==> src/rtl/mux4_rr_arbiter_pkg.sv <==
// Shared definitions for the four-way round-robin select arbiter.
package mux4_rr_arbiter_pkg;

    typedef enum logic {
        IDLE = 1'b0,
        BUSY = 1'b1
    } arbState_e;

    // Requester slots as wired to the shared datapath mux inputs.
    localparam logic [1:0] REQ_PC  = 2'd0;
    localparam logic [1:0] REQ_ALU = 2'd1;
    localparam logic [1:0] REQ_MDR = 2'd2;
    localparam logic [1:0] REQ_IMM = 2'd3;

    function automatic logic [3:0] onehot4(input logic [1:0] idx);
        return 4'b0001 << idx;
    endfunction

endpackage

==> src/rtl/mux4_rr_arbiter_rr_pick4.sv <==
// Combinational round-robin picker: first set request at or after Ptr, wrapping mod 4.
module rr_pick4 (
    input  logic [3:0] Req,
    input  logic [1:0] Ptr,
    output logic [1:0] Winner,
    output logic       Any
);

    logic [3:0] rotReq;

    // rotReq[k] is the request sitting k slots after the pointer.
    genvar gi;
    for (gi = 0; gi < 4; gi++) begin : gRot
        logic [1:0] srcIdx;
        assign srcIdx     = Ptr + 2'(gi);
        assign rotReq[gi] = Req[srcIdx];
    end

    always_comb begin
        Winner = Ptr;
        for (int k = 3; k >= 0; k--) begin
            if (rotReq[k]) begin
                Winner = Ptr + 2'(k);
            end
        end
    end

    assign Any = |Req;

endmodule

==> src/rtl/mux4_rr_arbiter.sv <==
// Round-robin owner of a shared 4:1 select path, with a bounded hold time and one turnaround cycle.
module mux4_rr_arbiter
    import mux4_rr_arbiter_pkg::*;
#(
    parameter int MAX_HOLD = 8,
    parameter int CNT_W    = 8
) (
    input  logic       CLK,
    input  logic       Reset,
    input  logic [3:0] Req,
    output logic [3:0] Grant,
    output logic [1:0] Sel,
    output logic       GrantValid,
    output logic       Preempt
);

    arbState_e        stateReg, stateNext;
    logic [1:0]       ptrReg, ptrNext;
    logic [1:0]       selReg, selNext;
    logic [CNT_W-1:0] holdCntReg, holdCntNext;
    logic [3:0]       grantReg, grantNext;
    logic             validReg, validNext;
    logic             preemptReg, preemptNext;

    logic [1:0] pickIdx;
    logic       pickAny;
    logic       ownerReq;
    logic [3:0] others;
    logic       holdExpired;
    logic       releaseNow;
    logic       preemptNow;

    rr_pick4 uPick (
        .Req    (Req),
        .Ptr    (ptrReg),
        .Winner (pickIdx),
        .Any    (pickAny)
    );

    // While busy, selReg is the owner and grantReg is its one-hot.
    assign ownerReq    = Req[selReg];
    assign others      = Req & ~grantReg;
    assign holdExpired = (holdCntReg == CNT_W'(MAX_HOLD - 1));
    assign releaseNow  = ~ownerReq;
    assign preemptNow  = ownerReq && holdExpired && (others != 4'b0000);

    always_ff @(posedge CLK) begin
        if (Reset) begin
            stateReg   <= IDLE;
            ptrReg     <= 2'd0;
            selReg     <= 2'd0;
            holdCntReg <= '0;
            grantReg   <= 4'b0000;
            validReg   <= 1'b0;
            preemptReg <= 1'b0;
        end else begin
            stateReg   <= stateNext;
            ptrReg     <= ptrNext;
            selReg     <= selNext;
            holdCntReg <= holdCntNext;
            grantReg   <= grantNext;
            validReg   <= validNext;
            preemptReg <= preemptNext;
        end
    end

    always_comb begin
        stateNext = stateReg;
        case (stateReg)
            IDLE:    if (pickAny) stateNext = BUSY;
            BUSY:    if (releaseNow || preemptNow) stateNext = IDLE;
            default: stateNext = IDLE;
        endcase
    end

    always_comb begin
        ptrNext     = ptrReg;
        selNext     = selReg;
        holdCntNext = holdCntReg;
        grantNext   = grantReg;
        validNext   = validReg;
        preemptNext = 1'b0;
        case (stateReg)
            IDLE: begin
                grantNext = 4'b0000;
                validNext = 1'b0;
                if (pickAny) begin
                    grantNext   = onehot4(pickIdx);
                    selNext     = pickIdx;
                    validNext   = 1'b1;
                    holdCntNext = '0;
                end
            end
            BUSY: begin
                // Sel keeps the departing owner so the mux input stays stable.
                if (releaseNow || preemptNow) begin
                    grantNext   = 4'b0000;
                    validNext   = 1'b0;
                    ptrNext     = selReg + 2'd1;
                    preemptNext = ~releaseNow;
                end else if (!(holdExpired && (others == 4'b0000))) begin
                    holdCntNext = holdCntReg + CNT_W'(1);
                end
            end
            default: begin
                grantNext = 4'b0000;
                validNext = 1'b0;
            end
        endcase
    end

    assign Grant      = grantReg;
    assign Sel        = selReg;
    assign GrantValid = validReg;
    assign Preempt    = preemptReg;

endmodule
==> config.mk <==
export PLATFORM = sky130hd
export DESIGN_NAME = mux4_rr_arbiter
export DESIGN_NICKNAME = d
export VERILOG_FILES = /design/src/rtl/mux4_rr_arbiter_pkg.sv /design/src/rtl/mux4_rr_arbiter_rr_pick4.sv /design/src/rtl/mux4_rr_arbiter.sv
export SDC_FILE = /design/constraint.sdc
export NUM_CORES = 1
export LEC_CHECK = 0
export ABC_AREA = 1
export CORE_MARGIN = 3
export CORE_UTILIZATION = 54
export DETAILED_ROUTE_END_ITERATION = 8
export HOLD_SLACK_MARGIN = 0.08
export PLACE_DENSITY = 0.8
export SYNTH_ARGS = -nofsm -noshare
export SYNTH_HDL_FRONTEND = slang
export SYNTH_SLANG_ARGS = --single-unit
==> constraint.sdc <==
create_clock -name CLK -period 2.1 [get_ports CLK]
set_input_delay 0.315 -clock CLK [delete_from_list [all_inputs] [get_ports CLK]]
set_output_delay 0.315 -clock CLK [all_outputs]
set_load 0.01 [all_outputs]
==> summary.md <==
| Metric | Value |
|---|---|
| Clk_lat worst skew | `300 ps` |
| Leak pwr | `0.5853 nW` |
| Clk root buf | `clkbuf_4` |
| Worst EP arrival | `2070 ps` |
| Highest clock rate | `0.5490 GHz` |
| Status | `finished, final reports clean` |
| Final period util | `0.8673` |
| Worst setup EP type | `register` |
| Max_cap viols | `0` |
| Die Y | `51.92 µm` |
| Slew @ Worst Pin | `368.5 ps` |
| Final WL | `2613 µm` |
| Post-Syn Instances | `181` |
| Reg2reg setup slack | `280 ps` |
| RSZ-0062 raised after global routing | `no` |
| Setup CP Type | `reg2reg` |
| CTS max path bufs | `2` |
| Total GRT Usage | `0.2192` |
| Post-synthesis area per instance | `6.291 µm²` |
| Post-synthesis net count | `188` |
| Port Buffers | `13` |
| Final setup TNS | `0 ps` |
| Fin crit period | `1821 ps` |
| DR vias/cell | `5.447` |
| Area delta synth->final | `14.83%` |
| Wire length per cell | `11.93 µm` |
| First-pass GRT wire length | `4457 µm` |
| Num rows | `15` |
| Synth cell types | `25` |
| Critical Path Source | `holdCntReg[0]` |
| Initial Util | `0.6128` |
| Worst Reg-to-Reg Cells | `11` |
| Hold_ws | `503.6 ps` |
| DRC errors left | `0` |
| Clock sinks | `19` |
| Routability cong. | `0.8523` |
| Vias in the first global route | `1080` |
| Worst VDD drop | `713.1 µV` |
| Setup violators final | `0` |
| HP Class | `reg2reg` |
| Die ar. | `2696 µm²` |
| Warnings from Yosys | `0` |
| Largest net degree at the start of global routing | `14` |
| TritonCTS Buffers | `3` |
| Final Hold Fails | `0` |
| Post-DRT Antenna Nets | `0` |
| Area of the core | `1858 µm²` |
| Chip Width | `51.92 µm` |
| Vias | `1193` |
| Reg-to-reg startpoint | `holdCntReg[0]` |
| Setup Skew | `4.882 ps` |
| Total grt overflow | `0` |
| Fin nets | `202` |
| Initial antenna violation count | `0` |
| CTS H-Tree Depth | `1` |
| PD cells | `985.5 nW/µm²` |
| Synth top area share | `0.3341` |
| DRT Pass-1 Iters | `4` |
| Worst-path clk slew | `100 ps` |
| Post-synth top area cell | `dfxtp_1` |
| I/O pin total | `14` |
| Hold-fix buffers at CTS | `0` |
| Post-CTS Resized | `0` |
| CP required | `2350 ps` |
| Initial drt markers | `39` |
| Fin. max-slew vios | `0` |
| Top post-synthesis cells by area | `dfxtp_1 33%, nand2_1 19%, nand3_1 12%` |
| Type of origin of the critical path | `register` |
| Setup crit end | `holdCntReg[1]` |
| Post-CTS setup buffer count | `0` |
| Slew margin rel. | `0.7541` |
| CTS tree | `yes` |
| CP max FO | `12` |
| Seq cells post-synth | `19` |
| Share of layout cells above drive strength 1 | `0.06701` |
| Netlist Area Pre-Place | `1139 µm²` |
| Seq/Total Area, Yosys | `0.3341` |
| Ant. Diodes | `0` |
| R2r endpoint | `holdCntReg[1]` |
| Post-DP HPWL | `2049 µm` |
-- cell type report --
class                           count  area [µm²]
Clock buffer                        4       26.28
Fill cell                         157       550.5
Inverter                           17       63.81
Multi-Input combinational cell    140       668.1
Sequential cell                    19       380.4
Tap cell                           25       31.28
Timing Repair Buffer               14       137.6
-- kinds of logic after synthesis --
logic type | share of synthesized area
buffers and inverters | 0.07912
xor gates and xnor gates | 0.03846
DFF | 0.3341
and+or+nand+nor | 0.4198
adders and majority gates | 0.01099
AOI/OAI and AO/OA | 0.1176
-- registers in the layout (all words and copies together), names as in the netlist --
register	flops
holdCntReg	8
GrantValid	1
Preempt	1
Grant	4
Sel	2
ptrReg	2
stateReg	1
-- cells in the final DEF (no fill, tap or decap) --
| master | instances |
|---|---|
| ha_1 | 1 |
| xor2_1 | 5 |
| nor3_1 | 2 |
| o21a_1 | 1 |
| clkbuf_4 | 3 |
| nor3_2 | 1 |
| buf_4 | 1 |
| inv_1 | 13 |
| nand2_4 | 1 |
| nand2_2 | 1 |
| nor2_2 | 1 |
| o21ai_0 | 3 |
| o21ai_1 | 4 |
| o21ai_2 | 1 |
| nand2_1 | 59 |
| nor2_1 | 14 |
| nand3_1 | 28 |
| nor3b_1 | 1 |
| clkdlybuf4s50_1 | 13 |
| o211ai_1 | 2 |
| o22ai_1 | 2 |
| inv_2 | 4 |
| a21oi_1 | 11 |
| nand4_1 | 2 |
| dfxtp_1 | 19 |
| clkbuf_1 | 1 |
-- synthesized netlist by cell type --
cell type / instances
ha_1: 1
nand4_1: 2
o21ai_1: 4
nand2_2: 1
o21a_1: 1
o211ai_1: 2
nor3_1: 2
nor2_1: 14
buf_2: 3
nor3b_1: 1
xor2_1: 5
dfxtp_1: 19
inv_1: 13
clkbuf_1: 1
o21ai_0: 3
o21ai_2: 1
buf_4: 1
nand2_1: 59
nor3_2: 1
o22ai_1: 2
inv_2: 4
a21oi_1: 11
nor2_2: 1
nand3_1: 28
nand2_4: 1
-- critical path, cell delays in order, from the launching register on --
cell and delay (ps):
dfxtp_1 420, ha_1 230, nand2_1 110, nor3_2 160, nand2_1 90, o21ai_2 190, nand2_2 180, nand2_4 160
inv_2 50, nand2_1 50, nand2_1 50, nor2_1 80
-- through the flow --
stage	instances	utilization	setup slack [ps]	power (mW)	instance area, µm²
after global placement	215	0.6896	205.3	1.085	1281
after floorplan	181	-	565.8	0.9350	1139
after global routing	219	0.7037	73.98	1.396	1308
final	219	0.7037	278.7	1.289	1308
after detailed placement	215	0.6896	162.8	1.109	1281
after CTS	219	0.7037	284.8	1.289	1308
-- worst min path at each step --
| stage | start | to | slack (ps) | depth (start not counted) |
|---|---|---|---|---|
| 2_1_floorplan | holdCntReg[6] | holdCntReg[6] | 480 | 2 |
| 3_3_place_gp | GrantValid | GrantValid | 460 | 1 |
| 3_5_place_dp | Grant[1] | Grant[1] | 480 | 2 |
| 4_1_cts | Grant[1] | Grant[1] | 500 | 2 |
| 5_1_grt | Grant[3] | Grant[3] | 530 | 2 |
| 6_report | Grant[1] | Grant[1] | 500 | 2 |
-- report_power, final --
part | leakage (nW) | total (mW) | switching (mW) | internal [mW]
clock network | 0.0150 | 0.182 | 0.108 | 0.0741
logic | 0.415 | 0.591 | 0.362 | 0.229
registers | 0.155 | 0.515 | 0.0882 | 0.427
-- metal layers --
layer,track usage,vias up,share of wire
met5,0,-,0
met4,0.1135,0,0.015
met3,0.05444,4,0.055
met2,0.3138,36,0.43
met1,0.2998,532,0.50
li1,-,621,-
Power figures use the tool's default switching activity.
